==> src/rtl/game_pkg.sv <==
// Shared game definitions: player state encoding, sprite/screen geometry
// and the vertical position helpers used by the motion controller.
package game_pkg;

   typedef enum logic [1:0] {
      GROUND = 2'd0,
      AIR    = 2'd1,
      DEAD   = 2'd2,
      WON    = 2'd3
   } pstate_t;

   localparam int PLAYER_W = 16;
   localparam int PLAYER_H = 16;
   localparam int SCREEN_W = 640;
   localparam int SCREEN_H = 480;

   localparam logic [9:0] X_MAX = 10'd624;
   localparam logic [9:0] Y_MAX = 10'd463;

   // y + v in 11-bit signed arithmetic, clamped to the visible range
   function automatic logic [9:0] add_clamp_y(input logic [9:0] y,
                                              input logic signed [7:0] v);
      logic signed [10:0] sum;
      sum = $signed({1'b0, y}) + $signed({{3{v[7]}}, v});
      if (sum < 11'sd0)
         return '0;
      else if (sum > $signed({1'b0, Y_MAX}))
         return Y_MAX;
      else
         return sum[9:0];
   endfunction

   // top-left y that rests the sprite on a support surface; floors at 0
   function automatic logic [9:0] snap_y(input logic [9:0] support_y);
      if (support_y < 10'(PLAYER_H))
         return '0;
      else
         return support_y - 10'(PLAYER_H);
   endfunction

endpackage

==> src/rtl/edge_detect.sv <==
// Rising-edge detector whose history register only advances on an enable,
// so the edge is measured between consecutive enabled samples.
module edge_detect (
   input  logic clk,
   input  logic resetn,
   input  logic en,
   input  logic level,
   output logic rise
);

   logic prev;

   always_ff @(posedge clk or negedge resetn) begin
      if (!resetn)
         prev <= 1'b0;
      else if (en)
         prev <= level;
   end

   assign rise = level & ~prev;

endmodule

==> src/rtl/player_physics.sv <==
// Frame-rate player motion controller: walking, jumping, gravity, landing,
// death/respawn and win. Optional ledge grace jump under PLAYER_COYOTE_EN.
module player_physics
   import game_pkg::*;
#(
   parameter logic [9:0]        START_X        = 10'd20,
   parameter logic [9:0]        START_Y        = 10'd344,
   parameter logic [9:0]        MOVE_SPEED     = 10'd2,
   parameter logic signed [7:0] JUMP_VEL       = 8'sd9,
   parameter logic signed [7:0] GRAVITY        = 8'sd1,
   parameter logic signed [7:0] MAX_FALL       = 8'sd8,
   parameter logic [7:0]        RESPAWN_FRAMES = 8'd60,
   parameter int                COYOTE_FRAMES  = 4
) (
   input  logic       clk,
   input  logic       resetn,
   input  logic       frame_tick,
   input  logic       btn_left,
   input  logic       btn_right,
   input  logic       btn_jump,
   input  logic       on_ground,
   input  logic [9:0] support_y,
   input  logic       hit_ceiling,
   input  logic       hit_left_wall,
   input  logic       hit_right_wall,
   input  logic       at_goal_region,
   input  logic       in_lava,
   output logic [9:0] player_x,
   output logic [9:0] player_y,
   output logic [1:0] pstate,
   output logic       died_pulse,
   output logic       won_pulse,
   output logic       update_done
);

   pstate_t           state_q, state_d;
   logic [9:0]        x_q, x_d, y_q, y_d, walk_x;
   logic signed [7:0] vel_q, vel_d, vel_fall;
   logic [7:0]        cnt_q, cnt_d;
   logic              died_d, won_d, jump_edge;

`ifdef PLAYER_COYOTE_EN
   localparam int COY_W = $clog2(COYOTE_FRAMES + 1);
   logic [COY_W-1:0] coy_q, coy_d;
`endif

   edge_detect u_jump_edge (
      .clk    (clk),
      .resetn (resetn),
      .en     (frame_tick),
      .level  (btn_jump),
      .rise   (jump_edge)
   );

   always_comb begin
      walk_x = x_q;
      if (btn_left && !btn_right && !hit_left_wall)
         walk_x = (x_q < MOVE_SPEED) ? '0 : x_q - MOVE_SPEED;
      else if (btn_right && !btn_left && !hit_right_wall)
         walk_x = (x_q > X_MAX - MOVE_SPEED) ? X_MAX : x_q + MOVE_SPEED;
   end

   // Ceiling contact kills upward speed; otherwise accelerate toward MAX_FALL.
   always_comb begin
      vel_fall = vel_q + GRAVITY;
      if (hit_ceiling && vel_q[7])
         vel_fall = '0;
      else if (vel_fall > MAX_FALL)
         vel_fall = MAX_FALL;
   end

   always_comb begin
      state_d = state_q;
      x_d     = x_q;
      y_d     = y_q;
      vel_d   = vel_q;
      cnt_d   = cnt_q;
      died_d  = 1'b0;
      won_d   = 1'b0;
`ifdef PLAYER_COYOTE_EN
      coy_d   = coy_q;
`endif
      case (state_q)
         GROUND, AIR: begin
            if (in_lava) begin
               state_d = DEAD;
               vel_d   = '0;
               cnt_d   = '0;
               died_d  = 1'b1;
`ifdef PLAYER_COYOTE_EN
               coy_d   = '0;
`endif
            end else if (at_goal_region) begin
               state_d = WON;
               won_d   = 1'b1;
            end else begin
               x_d = walk_x;
               if (state_q == GROUND) begin
                  if (jump_edge) begin
                     vel_d   = -JUMP_VEL;
                     y_d     = add_clamp_y(y_q, -JUMP_VEL);
                     state_d = AIR;
`ifdef PLAYER_COYOTE_EN
                     coy_d   = '0;
`endif
                  end else if (!on_ground) begin
                     vel_d   = '0;
                     state_d = AIR;
`ifdef PLAYER_COYOTE_EN
                     coy_d   = COY_W'(COYOTE_FRAMES);
`endif
                  end else begin
                     y_d = snap_y(support_y);
                  end
               end else if (on_ground && !vel_q[7]) begin
                  y_d     = snap_y(support_y);
                  vel_d   = '0;
                  state_d = GROUND;
`ifdef PLAYER_COYOTE_EN
                  coy_d   = '0;
`endif
`ifdef PLAYER_COYOTE_EN
               end else if (jump_edge && coy_q != '0) begin
                  vel_d = -JUMP_VEL;
                  y_d   = add_clamp_y(y_q, -JUMP_VEL);
                  coy_d = '0;
`endif
               end else begin
                  vel_d = vel_fall;
                  y_d   = add_clamp_y(y_q, vel_fall);
`ifdef PLAYER_COYOTE_EN
                  if (coy_q != '0)
                     coy_d = coy_q - COY_W'(1);
`endif
               end
            end
         end
         DEAD: begin
            if (cnt_q == RESPAWN_FRAMES - 8'd1) begin
               x_d     = START_X;
               y_d     = START_Y;
               vel_d   = '0;
               cnt_d   = '0;
               state_d = GROUND;
            end else begin
               cnt_d = cnt_q + 8'd1;
            end
         end
         default: ;
      endcase
   end

   always_ff @(posedge clk or negedge resetn) begin
      if (!resetn) begin
         state_q     <= GROUND;
         x_q         <= START_X;
         y_q         <= START_Y;
         vel_q       <= '0;
         cnt_q       <= '0;
         died_pulse  <= 1'b0;
         won_pulse   <= 1'b0;
         update_done <= 1'b0;
`ifdef PLAYER_COYOTE_EN
         coy_q       <= '0;
`endif
      end else begin
         update_done <= frame_tick;
         died_pulse  <= frame_tick & died_d;
         won_pulse   <= frame_tick & won_d;
         if (frame_tick) begin
            state_q <= state_d;
            x_q     <= x_d;
            y_q     <= y_d;
            vel_q   <= vel_d;
            cnt_q   <= cnt_d;
`ifdef PLAYER_COYOTE_EN
            coy_q   <= coy_d;
`endif
         end
      end
   end

   assign player_x = x_q;
   assign player_y = y_q;
   assign pstate   = state_q;

endmodule

==> config.mk <==
export PLATFORM = sky130hd
export DESIGN_NAME = player_physics
export DESIGN_NICKNAME = d
export VERILOG_FILES = /design/src/rtl/game_pkg.sv /design/src/rtl/edge_detect.sv /design/src/rtl/player_physics.sv
export SDC_FILE = /design/constraint.sdc
export NUM_CORES = 1
export LEC_CHECK = 0
export ABC_CLOCK_PERIOD_IN_PS = 6200
export BUFFER_PORTS_ARGS = -buffer_cell sky130_fd_sc_hd__buf_2
export CORE_MARGIN = 2
export CORE_UTILIZATION = 60
export DETAILED_ROUTE_END_ITERATION = 7
export GPL_ROUTABILITY_DRIVEN = 0
export GPL_TIMING_DRIVEN = 0
export HOLD_SLACK_MARGIN = 0.05
export PLACE_DENSITY = 0.81
export SLEW_MARGIN = 20
export SYNTH_ARGS = -nofsm -noshare
export SYNTH_HDL_FRONTEND = slang
export SYNTH_SLANG_ARGS = --single-unit
==> constraint.sdc <==
create_clock -name clk -period 6.2 [get_ports clk]
set_input_delay 0.62 -clock clk [delete_from_list [all_inputs] [get_ports clk]]
set_output_delay 0.62 -clock clk [all_outputs]
set_load 0.05 [all_outputs]
==> results of run 1 <==
## sequential cells by signal, indices dropped and copies added, names as in the netlist
register and count:
cnt_q 8, died_pulse 1, player_x 9, player_y 10, pstate 2, u_jump_edge.prev 1
update_done 1, vel_q 8, won_pulse 1
## synth_stat cells, types with 4 or more instances
cell type	instances
a211o_1	6
xor2_1	6
or2_2	7
o21ai_0	48
clkbuf_1	20
nand2_1	53
nand3_1	17
dfstp_2	6
inv_1	18
nand4_1	7
ha_1	14
a211oi_1	7
o31ai_1	10
a21o_1	6
a21oi_1	45
and2_1	8
or3_1	4
o22ai_1	8
xnor2_1	16
o221ai_1	4
o41ai_1	5
nand2b_1	9
or4_1	4
and3_1	11
nor3_1	19
nor2_1	47
nor2b_1	7
buf_2	7
nor3b_1	6
dfrtp_1	35
a31oi_1	11
a22oi_1	5
## report_power, final
| part | internal, mW | switching (mW) |
|---|---|---|
| registers | 0.289 | 0.0277 |
| logic | 0.0874 | 0.154 |
| clock network | 0.0792 | 0.0962 |
## cell usage in the layout, fill, tap and decap left out, drive strengths merged, types with 8 or more instances in the layout
master  Yosys  routed
xnor2      16      16
nand2b      9       9
clkbuf     20      27
a31oi      11      11
buf        10      55
inv        19      19
nand3      17      17
nor2       47      47
nand2      54      54
and3       11      11
and2        8       8
a21oi      47      47
a211oi      8       8
nor3       20      20
o31ai      10      10
dfrtp      35      35
o21ai      49      49
ha         14      14
o22ai       8       8
## area by class of cell
cell class                      instances  area (µm²)
Buffer                                 30       128.9
Clock buffer                            7       76.32
Clock inverter                          1       5.005
Fill cell                             586        2177
Inverter                               20       75.07
Multi-Input combinational cell        458        2935
Sequential cell                        41        1033
Tap cell                               80       100.1
Timing Repair Buffer                   45       225.2
## metrics by stage
stage	worst slack (ns)	power, mW	instances	hold slack, ns
2_1_floorplan	1.919	0.4857	549	0.3244
3_3_place_gp	1.469	0.5466	674	0.4634
3_5_place_dp	1.451	0.5564	674	0.4843
4_1_cts	1.418	0.7303	682	0.4915
5_1_grt	1.084	0.7713	682	0.4915
6_report	1.371	0.7340	682	0.4510
## layer usage
layer	track usage [%]	up-vias	share of wire, %
met2	52.69	251	47
met5	0	-	0
met4	13.43	0	3.2
li1	-	2180	-
met1	44.60	2224	42
met3	4.265	45	7.6
## cell families after synthesis
| family | count (synthesis) |
|---|---|
| buf+inv | 50 |
| flops | 41 |
| compound gates | 198 |
| fa+ha+maj | 17 |
| xor+xnor | 24 |
| other cells | 1 |
| mux | 2 |
| simple gates | 216 |
## how the worst min path moves through the flow
| stage | cells past startpoint | endpoint | slack (ns) | from |
|---|---|---|---|---|
| 6_report | 1 | player_y[1] | 0.45 | resetn |
| 3_5_place_dp | 1 | cnt_q[7] | 0.48 | cnt_q[7] |
| 2_1_floorplan | 0 | cnt_q[0] | 0.32 | resetn |
| 5_1_grt | 1 | update_done | 0.49 | frame_tick |
| 3_3_place_gp | 1 | cnt_q[7] | 0.46 | cnt_q[7] |
| 4_1_cts | 1 | update_done | 0.49 | frame_tick |
==> impl_results.md, run 1 <==
* Run status: finished clean
* Worst Setup SP: vel_q[1]
* Vias in the first global route at roughly 4400
* Crit path max-delay family: compound AO/OA/AOI/OAI gates
* Layout Utilization at 67.78%
* Async set-reset flop share out of synthesis at between 90% and 100%
* N_diodes at 0
* Inserted Clock Buffers at 5
* CTS Root Cell: clkbuf_8
* Vias at 4700
* Worst reg2reg endpoint: player_y[2]
* Critical path data required time at about 6.4 ns
* Mux contribution to synthesized area at less than 1%
* Crit share post-route at 77.88%
* Main combinational cell family by area after synthesis: compound AO/OA/AOI/OAI gates
* Top cells by area, synth: dfrtp_1 21%, o21ai_0 5.8%, a21oi_1 5.4%
* First-pass GRT wire length at a little over 20000 µm
* Die height at 87.35 µm
* Setup Buffers After CTS at 0
* Antenna violations before repair at 0
* Complex-gate fraction of the synthesized area at between 30% and 40%
* Tmin final at 4.829 ns
* Crit Path Max Fanout at 8
* H-tree depth at 2
* Adder-Cell Fraction of Synth Area at around 5.2%
* Register area share after synthesis at 24.80%
* Xor and xnor area share after synthesis at between 5 and 6%
* DR iter-0 viols at 470
* Clock skew at roughly 0.0074 ns
* Row cnt at 30
* Total routed wirelength at about 12000 µm
* # setup viols final at 0
* Ys Warns at 0
* DR WL/cell at between 15 and 20 µm
* Static Leak at 1.952 nW
* CP Cell Sequence: ha_1 > buf_2 > and4_1 > a211o_1 > o211ai_2 > and2_1 > buf_4 > nor2_1 > ha_1 > fa_1 > a21o_1 > a21oi_1 > o21ai_0 > a32oi_2 > nor2_1 > o311a_1 > a311o_2 > nor3_1 > nor3_1
* Hold buffer count at cts at 0
* Worst vdd rail ir drop at ~0.19 mV
* Core area at ~6800 µm²
* Power per cell area at roughly 160 nW/µm²
* CTS tree: done
* Min-Delay Path Class: primary input to asynchronous set/reset pin
* Synth Instances at between 500 and 600
* Setup TNS at 0 ns
* Worst Setup End Kind: flip-flop
* Setup crit end: player_y[2]
* DP HPWL at 8915 µm
* Share of Yosys cell area claimed by the top area cell type at a little over a fifth
* Grt ovf at 0
* R2R depth at 19
* Most common flop cell mapped by yosys: dfrtp_1
* Die X at approximately 87 µm
* Post-synth EDFFs at 0
* Max cap viols at 0
* Flop-to-flop setup slack at between 1 and 1.5 ns
* DP Area at between 4000 and 5000 µm²
* Yosys cell types at 83
* DR DRC count at 0
* Worst path max stage delay at ~0.48 ns
* Slowest-stage cell, CP: dfrtp_1
* Layout cell share with drive strength beyond 1 at between 10% and 20%
* Post-cts gate resize count at 0
* CTS Sinks at about 40
* ANT nets after route at 0
* Pins over their slew limit at 0
* #FFs+latches synth at between 40 and 50
* Max_slew headroom at around two fifths
* Reg2Reg Launch Point: vel_q[1]
* Startpoint types: flip-flop
* Design area at around 4600 µm²
* Worst path depth at 19
* DRT Pass-1 Iters at 7
* Pin count of the biggest net entering global routing at between 40 and 50
* Ports at 47
* Syn nets at between 500 and 600
* Clk buf depth at 2
* Initial Utilization at between 60 and 70%
* Least-Margin Pin Slew at 0.9162 ns
* Count of input and output buffers at 45
* Mapped cell area at ~4200 µm²
* CP bufs+invs at 2
* Final-stage net count at between 600 and 700
* Area grow syn2layout at 9.877%
* Overall routing resource usage at between 30% and 40%
* RSZ-0062 raised after global routing: no
* Vias per inst at between 6 and 7
* WP data arrival at ~5.0 ns
* Yosys top cell by area: dfrtp_1
* Die area at about 7600 µm²
* Fmax at just over 200 MHz
* Mapped Avg Cell Area at 7.592 µm²
* Critical path class: flip-flop to flip-flop
* Worst-Skew Late Latency at about 0.30 ns
* Clock-pin slew on the worst setup and hold paths at 0.08 ns
* Fin. Hold Viols at 0
* Synth Area in Simple Gates at between 20% and 30%
No activity file was read; power rests on OpenSTA's default activity.
==> run 2: changes to the inputs <==
--- a/config.mk
+++ b/config.mk
@@ -5,7 +5,7 @@
 export SDC_FILE = /design/constraint.sdc
 export NUM_CORES = 1
 export LEC_CHECK = 0
-export ABC_CLOCK_PERIOD_IN_PS = 6200
+export ABC_CLOCK_PERIOD_IN_PS = 4900
 export BUFFER_PORTS_ARGS = -buffer_cell sky130_fd_sc_hd__buf_2
 export CORE_MARGIN = 2
 export CORE_UTILIZATION = 60
==> constraint.sdc (replaced) <==
create_clock -name clk -period 4.9 [get_ports clk]
set_input_delay 0.49 -clock clk [delete_from_list [all_inputs] [get_ports clk]]
set_output_delay 0.49 -clock clk [all_outputs]
set_load 0.05 [all_outputs]
==> impl_results.md, run 2 (synthesized netlist as in run 1, its figures left out) <==
* DR iter-0 viols at 497 (+5.7%)
* Die X at 87.35 µm (unchanged)
* ANT nets after route at 0 (unchanged)
* Pin count of the biggest net entering global routing at 42 (unchanged)
* Area grow syn2layout at 10.18%
* DR DRC count at 0 (unchanged)
* DP HPWL at 8915 µm (unchanged)
* Fill cells at 584 (-0.34%)
* Commonest non-fill, non-tap cell in the layout: nand2_1
* Fin. Hold Viols at 0 (unchanged)
* Ports at 47 (unchanged)
* Max cap viols at 0 (unchanged)
* Power per cell area at 202.6 nW/µm² (+26%)
* Final-stage net count at 639 (+0.16%)
* Setup TNS at 0 ns (unchanged)
* Initial Utilization at 61.69% (unchanged)
* Commonest non-fill, non-tap cells in the layout: 53 x nand2_1, 52 x buf_2, 48 x o21ai_0
* Total routed wirelength at 12020 µm (+0.62%)
* Row cnt at 30 (unchanged)
* Layout Utilization at 67.96% (+0.19 points)
* Static Leak at 1.952 nW (about the same)
* Pre-CTS setup slack at 0.1514 ns (-1.300 ns)
* RSZ-0062 raised after global routing: no
* Max_slew headroom at 39.11% (+0.19 points)
* Least-Margin Pin Slew at 0.9133 ns (-0.002869 ns)
* Overall routing resource usage at 32.82% (unchanged)
* Antenna violations before repair at 0 (unchanged)
* CTS Sinks at 41 (unchanged)
* Die height at 87.35 µm (unchanged)
* Final worst slack at 0.2646 ns (-1.107 ns)
* Worst-Skew Late Latency at 0.30 ns (about the same)
* Vias in the first global route at 4409 (unchanged)
* Critical path class: flip-flop to flip-flop
* Fmax at 215.7 MHz (+4.2%)
* Hold buffer count at cts at 0 (unchanged)
* # setup viols final at 0 (unchanged)
* Crit share post-route at 94.60% (+17 points)
* Clk buf depth at 2 (unchanged)
* Max reg flops at 10 (unchanged)
* Crit Path Max Fanout at 8 (unchanged)
* FF/Latch Area at 1035 µm² (+0.12%)
* Critical path data required time at 5.07 ns (-1.31 ns)
* Vias at 4687 (-0.28%)
* Core area at 6756 µm² (unchanged)
* DRT Pass-1 Iters at 5 (-2)
* Vias per inst at 6.862 (-0.42%)
* Layout cell share with drive strength beyond 1 at 15.92% (+0.47 points)
* First-pass GRT wire length at 20330 µm (unchanged)
* Worst vdd rail ir drop at 0.2376 mV (+27%)
* Grt ovf at 0 (unchanged)
* Design area at 4592 µm² (+0.27%)
* Clock skew at 0.007420 ns (+0.000009710 ns)
* DR WL/cell at 17.59 µm (+0.47%)
* CTS tree: done
* Worst Setup End Kind: flip-flop
* Multi-input logic area at 2939 µm² (+0.13%)
* N_diodes at 0 (unchanged)
* Run status: finished clean
* WP data arrival at 4.81 ns (-0.19 ns)
* H-tree depth at 2 (unchanged)
* Min-Delay Path Class: primary input to asynchronous set/reset pin
* Tmin final at 4.635 ns (-0.1932 ns)
* DP Area at 4493 µm² (unchanged)
* Pins over their slew limit at 0 (unchanged)
* Startpoint types: flip-flop
* CTS Root Cell: clkbuf_8
* Final Hold Slack at 0.3207 ns (-0.1303 ns)
* Clock-pin slew on the worst setup and hold paths at 0.08 ns (about the same)
* Inserted Clock Buffers at 5 (unchanged)
* Die area at 7629 µm² (unchanged)
* Count of input and output buffers at 45 (unchanged)
run 2: changes by cell type in the layout (fill, tap and decap cells not counted):
cell,delta
a21oi_1,-1
a21oi_2,+1
buf_4,+1
dfrtp_1,-1
dfrtp_2,+1
run 2: stage by stage:
| step | power (mW) | instances |
|---|---|---|
| floorplan | 0.6145 | 549 |
| global placement | 0.6916 | 674 |
| detailed placement | 0.7041 | 674 |
| CTS | 0.9241 | 682 |
| global route | 0.9765 | 683 |
| finish | 0.9305 | 683 |
run 2: final timing paths:
| kind | start | end | slack [ns] | depth (start not counted) |
|---|---|---|---|---|
| worst max-delay path | vel_q[1] | player_y[2] | 0.26 | 19 |
| worst min-delay path | resetn | player_y[1] | 0.32 | 1 |
| worst max register to register | vel_q[1] | player_y[2] | 0.26 | 19 |
| worst min register to register | cnt_q[7] | cnt_q[7] | 0.49 | 1 |
| max in group asynchronous | resetn | vel_q[1] | 3.95 | 1 |
| min in group clk | frame_tick | update_done | 0.36 | 1 |
run 2: final cells by class:
class,instances,share of cell area (%)
timing repair buffer,46,5.068
buffer,30,2.807
clock buffer,7,1.662
tap,80,2.180
multi-input combinational,458,64.01
inverter,20,1.635
sequential,41,22.53
clock inverter,1,0.1090
run 2: timing repair:
action / in CTS / in global routing
setup endpoints to repair: 0 / 7
resized for setup: 0 / 2
setup buffers: 0 / 1
run 2: worst max-delay path: stages (launching register included):
cell and delay [ns]:
dfrtp_2 0.47, ha_1 0.20, buf_2 0.17, and4_1 0.18
a211o_1 0.32, o211ai_2 0.14, and2_1 0.18, buf_4 0.16
nor2_1 0.05, ha_1 0.22, fa_1 0.42, a21o_1 0.22
a21oi_2 0.19, o21ai_0 0.14, a32oi_2 0.25, nor2_1 0.08
o311a_1 0.39, a311o_2 0.45, nor3_1 0.20, nor3_1 0.08
run 2: power breakdown:
part           switching, mW  leakage [nW]  internal (mW)  total (mW)
logic                  0.196          1.39          0.111       0.307
clock network          0.122        0.0422          0.100       0.222
registers             0.0354         0.517          0.366       0.402
total                  0.353          1.95          0.577       0.930
run 2: per-layer routing:
metal / GRT usage, % / vias to the layer above / wire [µm]
met5: 0 / - / 0
met4: 13.43 / 0 / 374
met3: 4.265 / 43 / 786
met2: 52.69 / 220 / 5645
met1: 44.60 / 2242 / 5210
li1: - / 2182 / -
